### src/rtl/priv_1_11_trap_sequencer.sv
// Trap/return initiator: arbitrates exceptions, interrupts and mret,
// drains the pipeline, then issues a one-cycle commit or return strobe
// together with the matching machine-mode CSR writes.
module priv_1_11_trap_sequencer #(
    parameter int CAUSE_W = 5,
    parameter int XLEN    = 32
) (
    input  logic               CLK,
    input  logic               RST,
    input  logic               ex_req,
    input  logic [CAUSE_W-1:0] ex_cause,
    input  logic [XLEN-1:0]    ex_pc,
    input  logic [XLEN-1:0]    ex_tval,
    input  logic               irq_pending,
    input  logic [CAUSE_W-1:0] irq_cause,
    input  logic [XLEN-1:0]    irq_pc,
    input  logic               mie_in,
    input  logic               mpie_in,
    input  logic               mret_req,
    input  logic               pipe_clear,
    output logic               flush_req,
    output logic               intr,
    output logic               mret,
    output logic               mepc_wen,
    output logic [XLEN-1:0]    mepc_wdata,
    output logic               mcause_wen,
    output logic               mcause_int,
    output logic [CAUSE_W-1:0] mcause_code,
    output logic               mtval_wen,
    output logic [XLEN-1:0]    mtval_wdata,
    output logic               mstatus_wen,
    output logic               mie_next,
    output logic               mpie_next,
    output logic               busy
);

    typedef enum logic [1:0] {
        S_IDLE,
        S_DRAIN,
        S_COMMIT,
        S_RET
    } state_t;

    state_t             state_q, state_d;
    logic [CAUSE_W-1:0] cause_q, cause_d;
    logic [XLEN-1:0]    pc_q, pc_d;
    logic [XLEN-1:0]    tval_q, tval_d;
    logic               int_q, int_d;

    // State and trap-context registers; reset aborts any sequence in flight.
    // NOTE: sequential state uses non-blocking assignments so every flop
    // samples the pre-edge values regardless of statement order.
    always_ff @(posedge CLK or posedge RST) begin
        if (RST) begin
            state_q <= S_IDLE;
            cause_q <= '0;
            pc_q    <= '0;
            tval_q  <= '0;
            int_q   <= 1'b0;
        end else begin
            state_q <= state_d;
            cause_q <= cause_d;
            pc_q    <= pc_d;
            tval_q  <= tval_d;
            int_q   <= int_d;
        end
    end

    // Next-state arbitration: exception > enabled interrupt > mret; the
    // trap context is captured only on leaving IDLE and frozen afterwards.
    // NOTE: every signal gets a default first so no path leaves it
    // unassigned, which would otherwise infer a latch.
    always_comb begin
        state_d = state_q;
        cause_d = cause_q;
        pc_d    = pc_q;
        tval_d  = tval_q;
        int_d   = int_q;
        unique case (state_q)
            S_IDLE: begin
                if (ex_req) begin
                    cause_d = ex_cause;
                    pc_d    = ex_pc;
                    tval_d  = ex_tval;
                    int_d   = 1'b0;
                    state_d = S_DRAIN;
                end else if (irq_pending && mie_in) begin
                    cause_d = irq_cause;
                    pc_d    = irq_pc;
                    tval_d  = '0;
                    int_d   = 1'b1;
                    state_d = S_DRAIN;
                end else if (mret_req) begin
                    state_d = S_RET;
                end
            end
            S_DRAIN: begin
                // pipe_clear is only looked at from inside DRAIN, so at
                // least one drain cycle is always spent.
                if (pipe_clear) state_d = S_COMMIT;
            end
            S_COMMIT: state_d = S_IDLE;
            S_RET:    state_d = S_IDLE;
            default:  state_d = S_IDLE;
        endcase
    end

    // Moore output decode; only mie_next/mpie_next pass live status bits.
    always_comb begin
        flush_req   = 1'b0;
        intr        = 1'b0;
        mret        = 1'b0;
        mepc_wen    = 1'b0;
        mepc_wdata  = '0;
        mcause_wen  = 1'b0;
        mcause_int  = 1'b0;
        mcause_code = '0;
        mtval_wen   = 1'b0;
        mtval_wdata = '0;
        mstatus_wen = 1'b0;
        mie_next    = 1'b0;
        mpie_next   = 1'b0;
        busy        = (state_q != S_IDLE);
        unique case (state_q)
            S_DRAIN: begin
                flush_req = 1'b1;
            end
            S_COMMIT: begin
                flush_req   = 1'b1;
                intr        = 1'b1;
                mepc_wen    = 1'b1;
                mepc_wdata  = {pc_q[XLEN-1:2], 2'b00};
                mcause_wen  = 1'b1;
                mcause_int  = int_q;
                mcause_code = cause_q;
                mtval_wen   = 1'b1;
                mtval_wdata = tval_q;
                mstatus_wen = 1'b1;
                mie_next    = 1'b0;
                mpie_next   = mie_in;
            end
            S_RET: begin
                mret        = 1'b1;
                mstatus_wen = 1'b1;
                mie_next    = mpie_in;
                mpie_next   = 1'b1;
            end
            default: ;
        endcase
    end

endmodule

### config.mk
export PLATFORM = sky130hd
export DESIGN_NAME = priv_1_11_trap_sequencer
export DESIGN_NICKNAME = d
export VERILOG_FILES = /design/src/rtl/priv_1_11_trap_sequencer.sv
export SDC_FILE = /design/constraint.sdc
export NUM_CORES = 1
export LEC_CHECK = 0
export CAP_MARGIN = 20
export CORE_AREA = 10 10 112 114
export CTS_BUF_LIST = sky130_fd_sc_hd__clkbuf_16
export DETAILED_ROUTE_END_ITERATION = 6
export DIE_AREA = 0 0 122 124
export PLACE_DENSITY_LB_ADDON = 0.2
export SLEW_MARGIN = 40
export SYNTH_ARGS = -nofsm -noshare
export SYNTH_HDL_FRONTEND = slang
export SYNTH_SLANG_ARGS = --single-unit
### constraint.sdc
create_clock -name CLK -period 2.1 [get_ports CLK]
set_input_delay 0.42 -clock CLK [delete_from_list [all_inputs] [get_ports CLK]]
set_output_delay 0.42 -clock CLK [all_outputs]
set_load 0.005 [all_outputs]
# [Word level (Yosys, flattened, before mapping)]
# Index checks and enable logic that the tools add are counted.
[classes] n_eq_ne=5 mux=23 reduce_logical=8
[ops] operator="$mux 32" count=6
[ops] operator="$mux 5" count=3
[ops] operator="$mux 1" count=8
[ops] operator="$mux 2" count=4
[ops] operator="$pmux 2 s3" count=1
[ops] operator="$eq 2x2->1 const B" count=2
[ops] operator="$ne 4x4->1 const B" count=1
[ops] operator="$reduce_and 2->1" count=2
[ops] operator="$reduce_bool 2->1" count=2
[ops] operator="$reduce_or 2->1" count=2
[ops] operator="$eq 2x1->1 const B" count=1
[ops] operator="$logic_not 2->1" count=1
[ops] operator="$ne 2x2->1 const B" count=1
[ops] operator="$pmux 1 s2" count=1
[ops] operator="$logic_and 1x1->1" count=1
[totals] regBits=72 wordCells=41

# [Depth between registers and ports, before layout]
# Gate-level depths: netlist (run 1).
[depth] word_depth=4 depth_mapped=7 depth_no_buf=5

# [Worst setup path after synthesis (run 1)]
# No wires, ideal clock.
[synth_timing] path_type="register -> output" from="register state_q[0]" to="output port mepc_wdata[17]" t_arrival_ps=1333 setup_slack_ps=347 path_stages_with_launch=6 n_path_buf=2 path_cell_list="dfrtp_1 > inv_1 > ha_1 > clkbuf_1 > clkbuf_1 > and2_1"
[synth_between] elab_chain_len=2
[synth_rtl] item="start, declared" line_no="44" rtl="state_t state_q, state_d;"
[synth_rtl] item="start signal, assigned" line_no="61" rtl="state_q <= state_d;"
[synth_rtl] item="$eq 2x2->1" line_no="124" rtl="unique case (state_q)"
[synth_rtl] item="$mux 32" line_no="124"
[synth_rtl] item="end, declared" line_no="25" rtl="output logic [XLEN-1:0] mepc_wdata,"
# Every way passes these cells.

# [Final worst setup path (run 1)]
[layout_timing] from="register state_q[1]" to="output port mtval_wdata[12]"
[layout_between] elab_chain_len=2
[layout_rtl] item="$eq 2x2->1" line_no="124"
[layout_rtl] item="$mux 32" line_no="124"
[layout_rtl] item="end, declared" line_no="30" rtl="output logic [XLEN-1:0] mtval_wdata,"
# Every way passes these cells.

==> results.json, run 1 <==
{
  "crit_slowest_cell": "dfrtp_2",
  "dp_hpwl_um": 8735,
  "ir_worst_vdd_v": 0.0005183,
  "gp_congestion": 0.7942,
  "synth_edf_count": 0,
  "synthTopCellsByCount": "70 x and2_1, 70 x dfrtp_1, 66 x o21ai_0",
  "crit_type": "reg -> out",
  "hold_violations": 0,
  "drtAntennaViolNets": 0,
  "min_period_ns": 2.045,
  "yosysTopAreaCell": "dfrtp_1",
  "dieArea_sq_mm": 0.01513,
  "fin_ws_ns": 0.05462,
  "grt_pass1_vias": 3447,
  "syn_area_sq_mm": 0.003548,
  "slew_violations": 0,
  "grt_max_degree": 71,
  "cts_max_path_buffers": 2,
  "hold_path_class": "reg -> reg",
  "port_buffers": 187,
  "yosys.area.top_type_share": 0.4937,
  "drcViolationCount": 0,
  "die_w_um": 122,
  "required_ns": 1.68,
  "core-area_sq_mm": 0.01023,
  "drive_gt1_frac": 0.1380,
  "yosys_register_bits": 70,
  "cpLargestDelayFamily": "buffers and inverters",
  "hold_depth": 2,
  "async_flop_share": 1.000,
  "fin_util": 0.5826,
  "p_leak_nw": 2.755,
  "via_count": 3211,
  "clkTransAtPathRegs_ns": 0.06,
  "wire_per_inst_um": 18.08,
  "start_util": 0.3468,
  "synth.avg_cell_area_sq_um": 10.47,
  "place_ws_ns": 0.02025,
  "cp-end-kind": "output pin",
  "grt_pass1_wl_um": 18680,
  "r2r_end": "state_q[0]",
  "num_io_pins": 194,
  "max_stage_delay_ns": 0.46,
  "wl_um": 12030,
  "ys_types": 23,
  "min_from": "pc_q[5]",
  "h-tree-depth": 3,
  "arrival_ns": 1.63,
  "clock-sinks": 70,
  "syn_to_final_growth_pct": 67.98,
  "fin_worst_skew_ns": 0.005042,
  "powerDensity_mw_per_mm2": 1190,
  "setup_viol": 0,
  "netlist_instances": 339,
  "path_buf_inv": 3,
  "drtIter0Drc": 184,
  "holdPathEnd": "pc_q[5]",
  "crit_path_start_kind": "register",
  "period_share": 0.9740,
  "synth-seq-area-share": 0.4937,
  "synthTopCellsByArea": "dfrtp_1 49%, and2_1 12%, mux2i_1 9.9%, o21ai_0 9.3%, a22o_1 7.9%",
  "rsz0062_at_grt": "true",
  "cts-buffers-inserted": 9,
  "reg2reg_depth": 7,
  "insertedDiodeCount": 0,
  "rr_startpoint": "state_q[0]",
  "hold_ws_ns": 0.4820,
  "overflow": 0,
  "row_count": 37,
  "synth_top_flop_cell": "dfrtp_1",
  "dr.pass1.iters": 4,
  "antenna_found_initial": 0,
  "fmax_mhz": 488.9,
  "cts_tree": "built",
  "r2r_setup_slack_ns": 0.11,
  "die_y_um": 124,
  "max_cap_viol_count": 0,
  "track_usage": 0.1557,
  "path_cells": "ha_4 > buf_6 > clkbuf_16 > and2_1 > clkdlybuf4s15_1",
  "viasPerCell": 4.829,
  "critPathMaxFanout": 15,
  "cts_root_buffer": "clkbuf_16",
  "finish.net_count": 645,
  "ys_warn_count": 0,
  "clk-insertion-delay-late_ns": 0.31,
  "outcome": "finished, final reports clean"
}
## area by class of cell
type,instances,area (sq um)
clock buffers,9,225.2
clock inverters,7,145.1
fillers,913,4270
inverters,6,26.28
multi-input cells,230,1642
flip-flops and latches,70,1753
well taps,136,170.2
repair buffers,207,1999
## where the power goes
group	internal (mW)	switching (mW)
sequential	1.98	0.269
combinational	1.61	1.38
clock	1.29	0.573
total	4.87	2.23
## per-stage QoR
step / setup TNS [ns] / total power [mW] / cell area, sq um / cells
finish: 0 / 7.094 / 5961 / 665
global route: -0.01692 / 7.647 / 5961 / 665
CTS: -0.2665 / 7.051 / 5918 / 659
detailed placement: 0 / 5.268 / 5573 / 640
global placement: 0 / 5.184 / 5573 / 640
floorplan: 0 / 3.728 / 3556 / 340
## how the worst max path moves through the flow
stage	slack, ns	endpoint	cells past startpoint	from
floorplan	0.35	mepc_wdata[17]	5	state_q[0]
global placement	0.03	mpie_next	4	mie_in
detailed placement	0.02	mpie_next	4	mie_in
CTS	-0.18	mcause_int	4	state_q[1]
global route	-0.01	mtval_wdata[12]	5	state_q[1]
finish	0.05	mtval_wdata[12]	5	state_q[1]
## timing repair
item	4_1_cts	5_1_grt
gates resized for setup	76	98
cloned	1	1
hold buffers	0	0
setup endpoints to repair	76	14
pin swaps	1	1
buffers inserted	2	5
## tightest hold or removal path, stage by stage, from the launching register on
cell	delay, ns
dfrtp_1	0.33
o21ai_1	0.06
o21ai_0	0.06
## state kept, by name, indices dropped and copies added (netlist names)
name	count
cause_q	5
int_q	1
pc_q	30
state_q	2
tval_q	32
## routing by layer
metal,track usage,up-vias,wire length (um)
li1,-,1546,-
met1,0.1852,1542,5109
met2,0.2591,119,5820
met3,0.06199,4,1044
met4,0.03577,0,51
met5,0,-,0
## kinds of logic (layout without fill, tap and decap cells)
group / after synthesis / after routing / share of synthesized area
AO/OA/AOI/OAI: 110 / 110 / 0.1939
AND/OR/NAND/NOR: 75 / 75 / 0.1294
flip-flops: 70 / 70 / 0.4937
buffers and inverters: 40 / 229 / 0.05430
multiplexers: 36 / 36 / 0.1030
adder cells (fa/ha/maj): 7 / 7 / 0.02468
other: 1 / 2 / 0.001057
## layout by cell type, fill, tap and decap left out, types with 2 or more instances in the layout
master and instances:
mux2i_1 35, nor2_1 2, o21ai_0 66, inv_1 4
clkdlybuf4s50_1 113, a22o_1 32, dfrtp_1 69, ha_4 2
a21oi_2 2, dlygate4sd2_1 4, clkinvlp_4 2, buf_4 11
o21ai_1 4, clkbuf_16 10, buf_12 5, a21oi_1 2
clkdlybuf4s15_1 39, bufinv_16 4, conb_1 2, buf_6 2
and2_1 70, dlymetal6s2s_1 4, clkbuf_2 26, ha_1 5
Note: power is estimated with default switching activity, not from simulation.
==> run 2, diff against run 1 <==
PLACE_DENSITY = 0.75   (was not set)
PLACE_DENSITY_LB_ADDON = not set   (was 0.2)
RECOVER_POWER = 100   (was not set)
==> run 2 against run 1 <==
Effect of this change:
- the flow now finishes with violations (setup timing)
- setup slack lost 0.086 ns
- worst hold slack improved by 0.0074 ns
- sequential power about the same
- non-clock buffer count down 5
==> results.json, run 2 (synthesis results as in run 1) <==
{
  "period_share": 1.015,
  "drtAntennaViolNets": 0,
  "h-tree-depth": 3,
  "dp_hpwl_um": 8702,
  "final_cell_mix": "110 x clkdlybuf4s50_1, 70 x and2_1, 69 x dfrtp_1",
  "arrival_ns": 1.71,
  "clkTransAtPathRegs_ns": 0.06,
  "crit_type": "reg -> out",
  "dr.pass1.iters": 4,
  "layout_commonest_cell": "clkdlybuf4s50_1",
  "min_period_ns": 2.131,
  "fmax_mhz": 469.2,
  "grt_pass1_wl_um": 18370,
  "p_leak_nw": 2.682,
  "num_io_pins": 194,
  "cts_root_buffer": "clkbuf_16",
  "setup_viol": 1,
  "finish.net_count": 640,
  "required_ns": 1.68,
  "cp-end-kind": "output pin",
  "dieArea_sq_mm": 0.01513,
  "start_util": 0.3468,
  "tightest_slew_ns": 0.9702,
  "ir_worst_vdd_v": 0.0004753,
  "core-area_sq_mm": 0.01023,
  "clock-sinks": 70,
  "regMostFlops": "tval_q",
  "hold_violations": 0,
  "syn_to_final_growth_pct": 59.84,
  "fin_util": 0.5544,
  "critPathMaxFanout": 33,
  "violations": "setup timing",
  "port_buffers": 187,
  "antenna_found_initial": 0,
  "placed_cell_area_sq_mm": 0.005600,
  "cts_tree": "built",
  "hold_path_class": "reg -> reg",
  "cts-buffers-inserted": 9,
  "ctsHoldBuffers": 0,
  "die_w_um": 122,
  "row_count": 37,
  "drcViolationCount": 0,
  "gp_congestion": 0.7638,
  "grt_max_degree": 71,
  "top_regs": "tval_q (32), pc_q (30), cause_q (5)",
  "wire_per_inst_um": 17.52,
  "via_count": 3202,
  "max_cap_viol_count": 0,
  "outcome": "finished, violations left",
  "die_y_um": 124,
  "maxSlewHeadroom": 0.3532,
  "fin_ws_ns": -0.03107,
  "fin_worst_skew_ns": 0.005811,
  "overflow": 0,
  "crit_slowest_cell": "dfrtp_2",
  "crit_path_start_kind": "register",
  "path_cells": "ha_4 > buf_4 > buf_12 > and2_1 > dlygate4sd2_1",
  "clk-insertion-delay-late_ns": 0.32,
  "cts_max_path_buffers": 2,
  "drtIter0Drc": 252,
  "slew_violations": 0,
  "fill_cells": 939,
  "grt_pass1_vias": 3522,
  "track_usage": 0.1508,
  "largest_reg_flops": 32,
  "insertedDiodeCount": 0,
  "powerDensity_mw_per_mm2": 1138,
  "drive_gt1_frac": 0.1584,
  "total_power_mw": 6.457,
  "stdcell_area_sq_mm": 0.005672,
  "rsz0062_at_grt": "true",
  "wl_um": 11570,
  "max_stage_delay_ns": 0.47,
  "viasPerCell": 4.852
}
-- run 2: critical path: cells and delay by family, from the launching register on --
kind          cells  cell delay (ns)
buf+inv           3             0.56
flops             1             0.47
fa+ha+maj         1             0.20
simple gates      1             0.16
-- run 2: what timing repair did --
action / CTS / global route
setup buffers: 0 / 2
endpoints found under the setup margin: 76 / 3
gates resized for setup: 79 / 108
gates cloned: 0 / 0
hold endpoints to repair: 0 / 0
-- run 2: worst paths after layout --
check | startpoint | to | slack, ns | cells after the start
worst max-delay path | state_q[1] | mtval_wdata[24] | -0.03 | 5
worst min-delay path | pc_q[10] | pc_q[10] | 0.49 | 2
worst max register to register | state_q[0] | pc_q[18] | 0.18 | 7
worst min register to register | pc_q[10] | pc_q[10] | 0.49 | 2
max in group asynchronous | RST | state_q[1] | 0.47 | 3
min in group asynchronous | RST | tval_q[27] | 0.91 | 3
-- run 2: per-layer routing --
layer	routed length (um)	up-vias	track usage
li1	-	1529	-
met1	4406	1532	0.1675
met2	5735	128	0.2530
met3	1245	13	0.07195
met4	176	0	0.04247
met5	0	-	0
-- run 2: layout make-up --
| cell class | count | area, sq um | area share |
|---|---|---|---|
| Timing Repair Buffer | 202 | 1792 | 0.3159 |
| Sequential cell | 70 | 1753 | 0.3091 |
| Multi-Input combinational cell | 230 | 1632 | 0.2877 |
| Clock buffer | 9 | 225.2 | 0.03971 |
| Tap cell | 136 | 170.2 | 0.03000 |
| Clock inverter | 7 | 73.82 | 0.01302 |
| Inverter | 6 | 26.28 | 0.004633 |
-- run 2: stage by stage --
step / setup WS (ns) / TNS, ns / hold WS, ns / std cells
2_1_floorplan: 0.3474 / 0 / 0.4529 / 340
3_3_place_gp: 0.1015 / 0 / 0.4698 / 642
3_5_place_dp: 0.09664 / 0 / 0.4825 / 642
4_1_cts: -0.1270 / -0.1270 / 0.4971 / 658
5_1_grt: -0.09851 / -0.2826 / 0.5126 / 660
6_report: -0.03107 / -0.03107 / 0.4894 / 660
-- run 2: power breakdown --
part	internal, mW	total (mW)	switching [mW]	leakage [nW]
clock	0.923	1.51	0.583	0.146
combinational	1.38	2.69	1.31	1.66
sequential	1.98	2.26	0.286	0.873
total	4.28	6.46	2.18	2.68
==> run 3, diff against run 2 <==
SLEW_MARGIN = 25   (was 40)
==> results of run 3 <==
The final DEF is identical to that of run 2; final timing and power are the same.
